===== config.mk =====
export PLATFORM = sky130hd
export DESIGN_NAME = move_cmd_gen
export DESIGN_NICKNAME = d
export VERILOG_FILES = /design/src/rtl/move_cmd_gen.sv
export SDC_FILE = /design/constraint.sdc
export NUM_CORES = 1
export LEC_CHECK = 0
export CORE_ASPECT_RATIO = 1.5
export CORE_MARGIN = 2
export CORE_UTILIZATION = 52
export CTS_CLUSTER_DIAMETER = 200
export CTS_CLUSTER_SIZE = 16
export DETAILED_ROUTE_END_ITERATION = 8
export PLACE_DENSITY = 0.67
export SYNTH_ARGS = -nofsm -noshare
export SYNTH_HDL_FRONTEND = slang
export SYNTH_SLANG_ARGS = --single-unit

===== constraint.sdc =====
create_clock -name pixel_clk_in -period 7.8 [get_ports pixel_clk_in]
set_input_delay 1.17 -clock pixel_clk_in [delete_from_list [all_inputs] [get_ports pixel_clk_in]]
set_output_delay 1.17 -clock pixel_clk_in [all_outputs]
set_load 0.1 [all_outputs]

===== src/rtl/move_cmd_gen.sv =====
// move_cmd_gen: turns four bouncy pushbutton levels into frame-synchronous,
// mutually exclusive one-cycle move/rotate command pulses with auto-repeat.
module move_cmd_gen #(
  parameter int unsigned DEBOUNCE_CYCLES = 65536,
  parameter int unsigned HOLD_FRAMES     = 20,
  parameter int unsigned REPEAT_FRAMES   = 8
) (
  input  logic       pixel_clk_in,
  input  logic       rst_in,
  input  logic       btn_fwd_in,
  input  logic       btn_back_in,
  input  logic       btn_left_in,
  input  logic       btn_right_in,
  input  logic       frame_tick_in,
  output logic       moveFwd,
  output logic       moveBack,
  output logic       rotLeft,
  output logic       rotRight,
  output logic [3:0] held_out
);

  localparam int unsigned   CW          = $clog2(DEBOUNCE_CYCLES);
  localparam logic [CW-1:0] CNT_LAST    = CW'(DEBOUNCE_CYCLES - 1);
  localparam logic [7:0]    HOLD_INIT   = 8'(HOLD_FRAMES);
  localparam logic [7:0]    REPEAT_INIT = 8'(REPEAT_FRAMES);

  typedef enum logic [1:0] {S_IDLE, S_DELAY, S_REPEAT} state_t;
  typedef enum logic [2:0] {CMD_NONE, CMD_FWD, CMD_BACK, CMD_LEFT, CMD_RIGHT} cmd_t;

  logic [3:0] raw;
  logic [3:0] sync1;
  logic [3:0] sync2;
  logic [3:0] held;

  cmd_t       sel;
  cmd_t       fire;
  state_t     state_q;
  state_t     state_d;
  cmd_t       cur_cmd_q;
  cmd_t       cur_cmd_d;
  logic [7:0] fcnt_q;
  logic [7:0] fcnt_d;
  logic [3:0] pulse_q;
  logic [3:0] pulse_d;

  // Bit order {fwd, back, left, right} is kept throughout the datapath.
  assign raw = {btn_fwd_in, btn_back_in, btn_left_in, btn_right_in};

  // Two-flop synchronizer for the asynchronous button levels.
  always_ff @(posedge pixel_clk_in or posedge rst_in) begin
    if (rst_in) begin
      sync1 <= '0;
      sync2 <= '0;
    end else begin
      sync1 <= raw;
      sync2 <= sync1;
    end
  end

  for (genvar i = 0; i < 4; i++) begin : g_debounce
    logic          lvl;
    logic [CW-1:0] cnt;

    // Level flips only after DEBOUNCE_CYCLES consecutive disagreeing samples.
    always_ff @(posedge pixel_clk_in or posedge rst_in) begin
      if (rst_in) begin
        lvl <= 1'b0;
        cnt <= '0;
      end else if (sync2[i] != lvl) begin
        if (cnt == CNT_LAST) begin
          lvl <= sync2[i];
          cnt <= '0;
        end else begin
          cnt <= cnt + CW'(1);
        end
      end else begin
        cnt <= '0;
      end
    end

    assign held[i] = lvl;
  end

  // Fixed-priority pick over the debounced levels: fwd > back > left > right.
  always_comb begin
    sel = CMD_NONE;
    if (held[3])      sel = CMD_FWD;
    else if (held[2]) sel = CMD_BACK;
    else if (held[1]) sel = CMD_LEFT;
    else if (held[0]) sel = CMD_RIGHT;
  end

  // Next-state logic: press/hold/repeat sequencing, advanced only on frame ticks.
  always_comb begin
    state_d   = state_q;
    cur_cmd_d = cur_cmd_q;
    fcnt_d    = fcnt_q;
    fire      = CMD_NONE;
    case (state_q)
      S_IDLE: begin
        if (frame_tick_in && (sel != CMD_NONE)) begin
          fire      = sel;
          cur_cmd_d = sel;
          fcnt_d    = HOLD_INIT;
          state_d   = S_DELAY;
        end
      end
      S_DELAY, S_REPEAT: begin
        if (sel == CMD_NONE) begin
          state_d = S_IDLE;
        end else if (frame_tick_in) begin
          if (sel != cur_cmd_q) begin
            fire      = sel;
            cur_cmd_d = sel;
            fcnt_d    = HOLD_INIT;
            state_d   = S_DELAY;
          end else if (fcnt_q == 8'd1) begin
            fire    = cur_cmd_q;
            fcnt_d  = REPEAT_INIT;
            state_d = S_REPEAT;
          end else begin
            fcnt_d = fcnt_q - 8'd1;
          end
        end
      end
      default: state_d = S_IDLE;
    endcase
  end

  // Decode the command to fire into a one-hot output pattern.
  always_comb begin
    pulse_d = '0;
    case (fire)
      CMD_FWD:   pulse_d = 4'b1000;
      CMD_BACK:  pulse_d = 4'b0100;
      CMD_LEFT:  pulse_d = 4'b0010;
      CMD_RIGHT: pulse_d = 4'b0001;
      default:   pulse_d = '0;
    endcase
  end

  // FSM and output pulse registers.
  always_ff @(posedge pixel_clk_in or posedge rst_in) begin
    if (rst_in) begin
      state_q   <= S_IDLE;
      cur_cmd_q <= CMD_NONE;
      fcnt_q    <= '0;
      pulse_q   <= '0;
    end else begin
      state_q   <= state_d;
      cur_cmd_q <= cur_cmd_d;
      fcnt_q    <= fcnt_d;
      pulse_q   <= pulse_d;
    end
  end

  assign moveFwd  = pulse_q[3];
  assign moveBack = pulse_q[2];
  assign rotLeft  = pulse_q[1];
  assign rotRight = pulse_q[0];
  assign held_out = held;

endmodule


==> results.cfg <==
[final_layout]
final_layout_size_suffix_gt1_frac = 0.06992
final_area_mm2 = 0.004997
final_cells = 579
fillers = 744
antennaDiodeCount = 0
final_cell_mix = dfrtp_1, nor2_1, xor2_1
fin_nets = 482
area_growth_pct = 10.79
layout_commonest_cell = dfrtp_1

[detailed_routing]
vias_per_cell = 5.468
drc = 0
wire_per_inst_um = 13.85
ant_nets = 0
wirelength_um = 8019
drt-initial-drc-count = 149
via_count = 3166
drt_pass1_iterations = 4

[status]
status = finished, final reports clean

[global_route]
grt_pass1_vias = 3125
grt_pass1_wl_um = 14030
overflow = 0
antenna_found_initial = 0
grtUsageTotal = 0.1882
grt_start_max_net_pins = 68

[clock_tree]
postCtsHoldBufs = 0
cts_resized = 0
numCtsBuffers = 9
clock_path_buffers = 2
cts_tree = yes
postCtsSetupBuffers = 0
clockRootBuffer = clkbuf_16
h-tree-depth = 3
cts.sinks = 93
clock_latency_ps = 340
cts.clk_slew.worst_paths_ps = 60

[sta]
tightest_slew_ps = 1127
setup_viol = 0
finalHoldViolations = 0
slew_violations = 0
fin_crit_ps = 3321
fin_tns_setup_ps = 0
rsz0062_at_grt = no
fin_crit_sh = 0.4258
max_freq_mhz = 301.1
hold_slack_ps = 347.3
skew_ps = 5.914
slew_headroom = 0.2389

[logic_synthesis]
ys_types = 48
ys_warn_count = 0
synth-adder-area-share = 0.02219
yosysSeqAreaShare = 0.5160
synth_xor_area_frac = 0.1204
synth_top_family_by_area = simple AND/OR/NAND/NOR gates
synth_nets = 474
synth-compound-area-share = 0.06990
avgSynthCellArea_um2 = 9.827
synth_edf_count = 0
synth-seq-cells = 93
async_reset_ff_frac = 1.000
synth-main-ff-cell = dfrtp_1
syn_inst = 459
synthSimpleGateAreaFrac = 0.2211
syn-cell-area_mm2 = 0.004511
muxShareOfSynthArea = 0.01470

[setup_path]
critPathMaxStageDelay_ps = 1230
cp_top_family = buffers and inverters
worstPathCellList = clkdlybuf4s50_1
path_max_fanout = 12
slowest_stage = clkdlybuf4s50_1
path_class = reg -> out
cp.arrival_ps = 2150
cp_num_buf_inv = 1
start_kind = register
worst-path-stages = 1
setup.worst_path.end_class = primary output
required_ps = 6630
reg2reg_depth = 5

[die]
core_area_mm2 = 0.008413
ioPinCount = 15
dieArea_mm2 = 0.009451
num_rows = 41
initial_core_util = 0.5361
dieWidth_um = 80.05
die_y_um = 118.1

[placed_design]
dp_cells = 563
placed_area_mm2 = 0.004700
gp_congestion = 0.9233
port_buffers = 14
hpwl_um = 5439

[power]
vdd_drop_max_mv = 0.1503
p_leak_nw = 2.151
cellPowerDensity_mw_per_mm2 = 200.8
power_mw = 1.004

[worst_hold_path]
holdPathStages = 0
hold_path.class = reg -> reg

[run]
cap_violations = 0
-- Yosys cell counts, types with 2 or more instances --
library cell / n / area share
nand2b_1: 4 / 0.0055
and3_1: 10 / 0.014
buf_4: 4 / 0.0067
nor2_1: 82 / 0.068
xor2_1: 35 / 0.068
a31oi_1: 5 / 0.0069
a21boi_0: 2 / 0.0033
nand4_1: 11 / 0.015
and2_1: 3 / 0.0042
mux2_2: 5 / 0.012
o21ai_0: 9 / 0.010
or2_2: 5 / 0.0069
ha_1: 8 / 0.022
nor3_1: 7 / 0.0078
nand2_1: 34 / 0.028
and4_1: 7 / 0.014
a21oi_1: 13 / 0.014
dfrtp_1: 93 / 0.52
buf_2: 3 / 0.0033
o211ai_1: 4 / 0.0067
xnor2_1: 27 / 0.052
clkbuf_1: 10 / 0.0083
nand3_1: 32 / 0.036
nor2b_1: 2 / 0.0028
a211oi_1: 2 / 0.0033
inv_1: 18 / 0.015
o32ai_1: 2 / 0.0039
o41ai_1: 2 / 0.0039
-- sequential cells by signal, indices dropped and copies added, names as in the netlist --
register        cells
g_debounce.lvl      4
fcnt_q              8
cur_cmd_q           3
g_debounce.cnt     64
sync2               4
pulse_q             4
state_q             2
sync1               4
-- cell type report --
| cell class | instances | area, µm² | area share |
|---|---|---|---|
| tap | 107 | 133.9 | 0.02679 |
| inverter | 18 | 68.82 | 0.01377 |
| multi-input combinational | 330 | 2022 | 0.4046 |
| clock buffer | 14 | 284.0 | 0.05684 |
| sequential | 93 | 2327 | 0.4657 |
| clock inverter | 2 | 13.76 | 0.002754 |
| timing repair buffer | 15 | 147.6 | 0.02954 |
-- cells by family after synthesis --
| logic type | count (synthesis) |
|---|---|
| adders and majority gates | 8 |
| AOI/OAI and AO/OA | 47 |
| and+or+nand+nor | 207 |
| xor gates and xnor gates | 62 |
| muxes | 6 |
| buffers and inverters | 36 |
| DFF | 93 |
-- report_power, final --
group          switching [mW]  leakage [nW]  total [mW]  internal, mW
Sequential             0.0130          1.26       0.509         0.496
Combinational          0.0430         0.744      0.0629        0.0198
Clock                   0.180         0.149       0.431         0.252
Total                   0.236          2.15        1.00         0.768
-- worst register-to-register path, cell delays in order (launching register included) --
cell	delay, ps
dfrtp_1	510
o41ai_1	1060
a21oi_1	340
nand4_1	180
o21ai_0	90
a211oi_1	190
-- through the flow --
step / worst slack, ps / util
final: 4479 / 0.5940
after global routing: 4375 / 0.5940
after CTS: 4466 / 0.5940
after detailed placement: 4840 / 0.5586
after global placement: 4864 / 0.5586
after floorplan: 4210 / -
-- metal layers --
| layer | track usage | up-vias | wire length (µm) |
|---|---|---|---|
| met4 | 0.09110 | 0 | 191 |
| met3 | 0.04525 | 17 | 256 |
| li1 | - | 1558 | - |
| met5 | 0 | - | 0 |
| met2 | 0.3052 | 47 | 4026 |
| met1 | 0.2319 | 1544 | 3546 |
-- final timing paths --
| check | from | endpoint | slack, ps |
|---|---|---|---|
| worst max-delay path | g_debounce[3].lvl$_DFFE_PP0P_ | held_out[3] | 4480 |
| worst min register to register | sync1[3]$_DFF_PP0_ | sync2[3]$_DFF_PP0_ | 350 |
| worst max register to register | g_debounce[3].lvl$_DFFE_PP0P_ | fcnt_q[5]$_DFFE_PP0P_ | 5320 |
| min in group asynchronous | rst_in | g_debounce[0].cnt[11]$_DFF_PP0_ | 1140 |
| max in group asynchronous | rst_in | g_debounce[0].cnt[6]$_DFF_PP0_ | 5460 |
| worst min-delay path | sync1[3]$_DFF_PP0_ | sync2[3]$_DFF_PP0_ | 350 |
(Power assumes the default switching activity.)
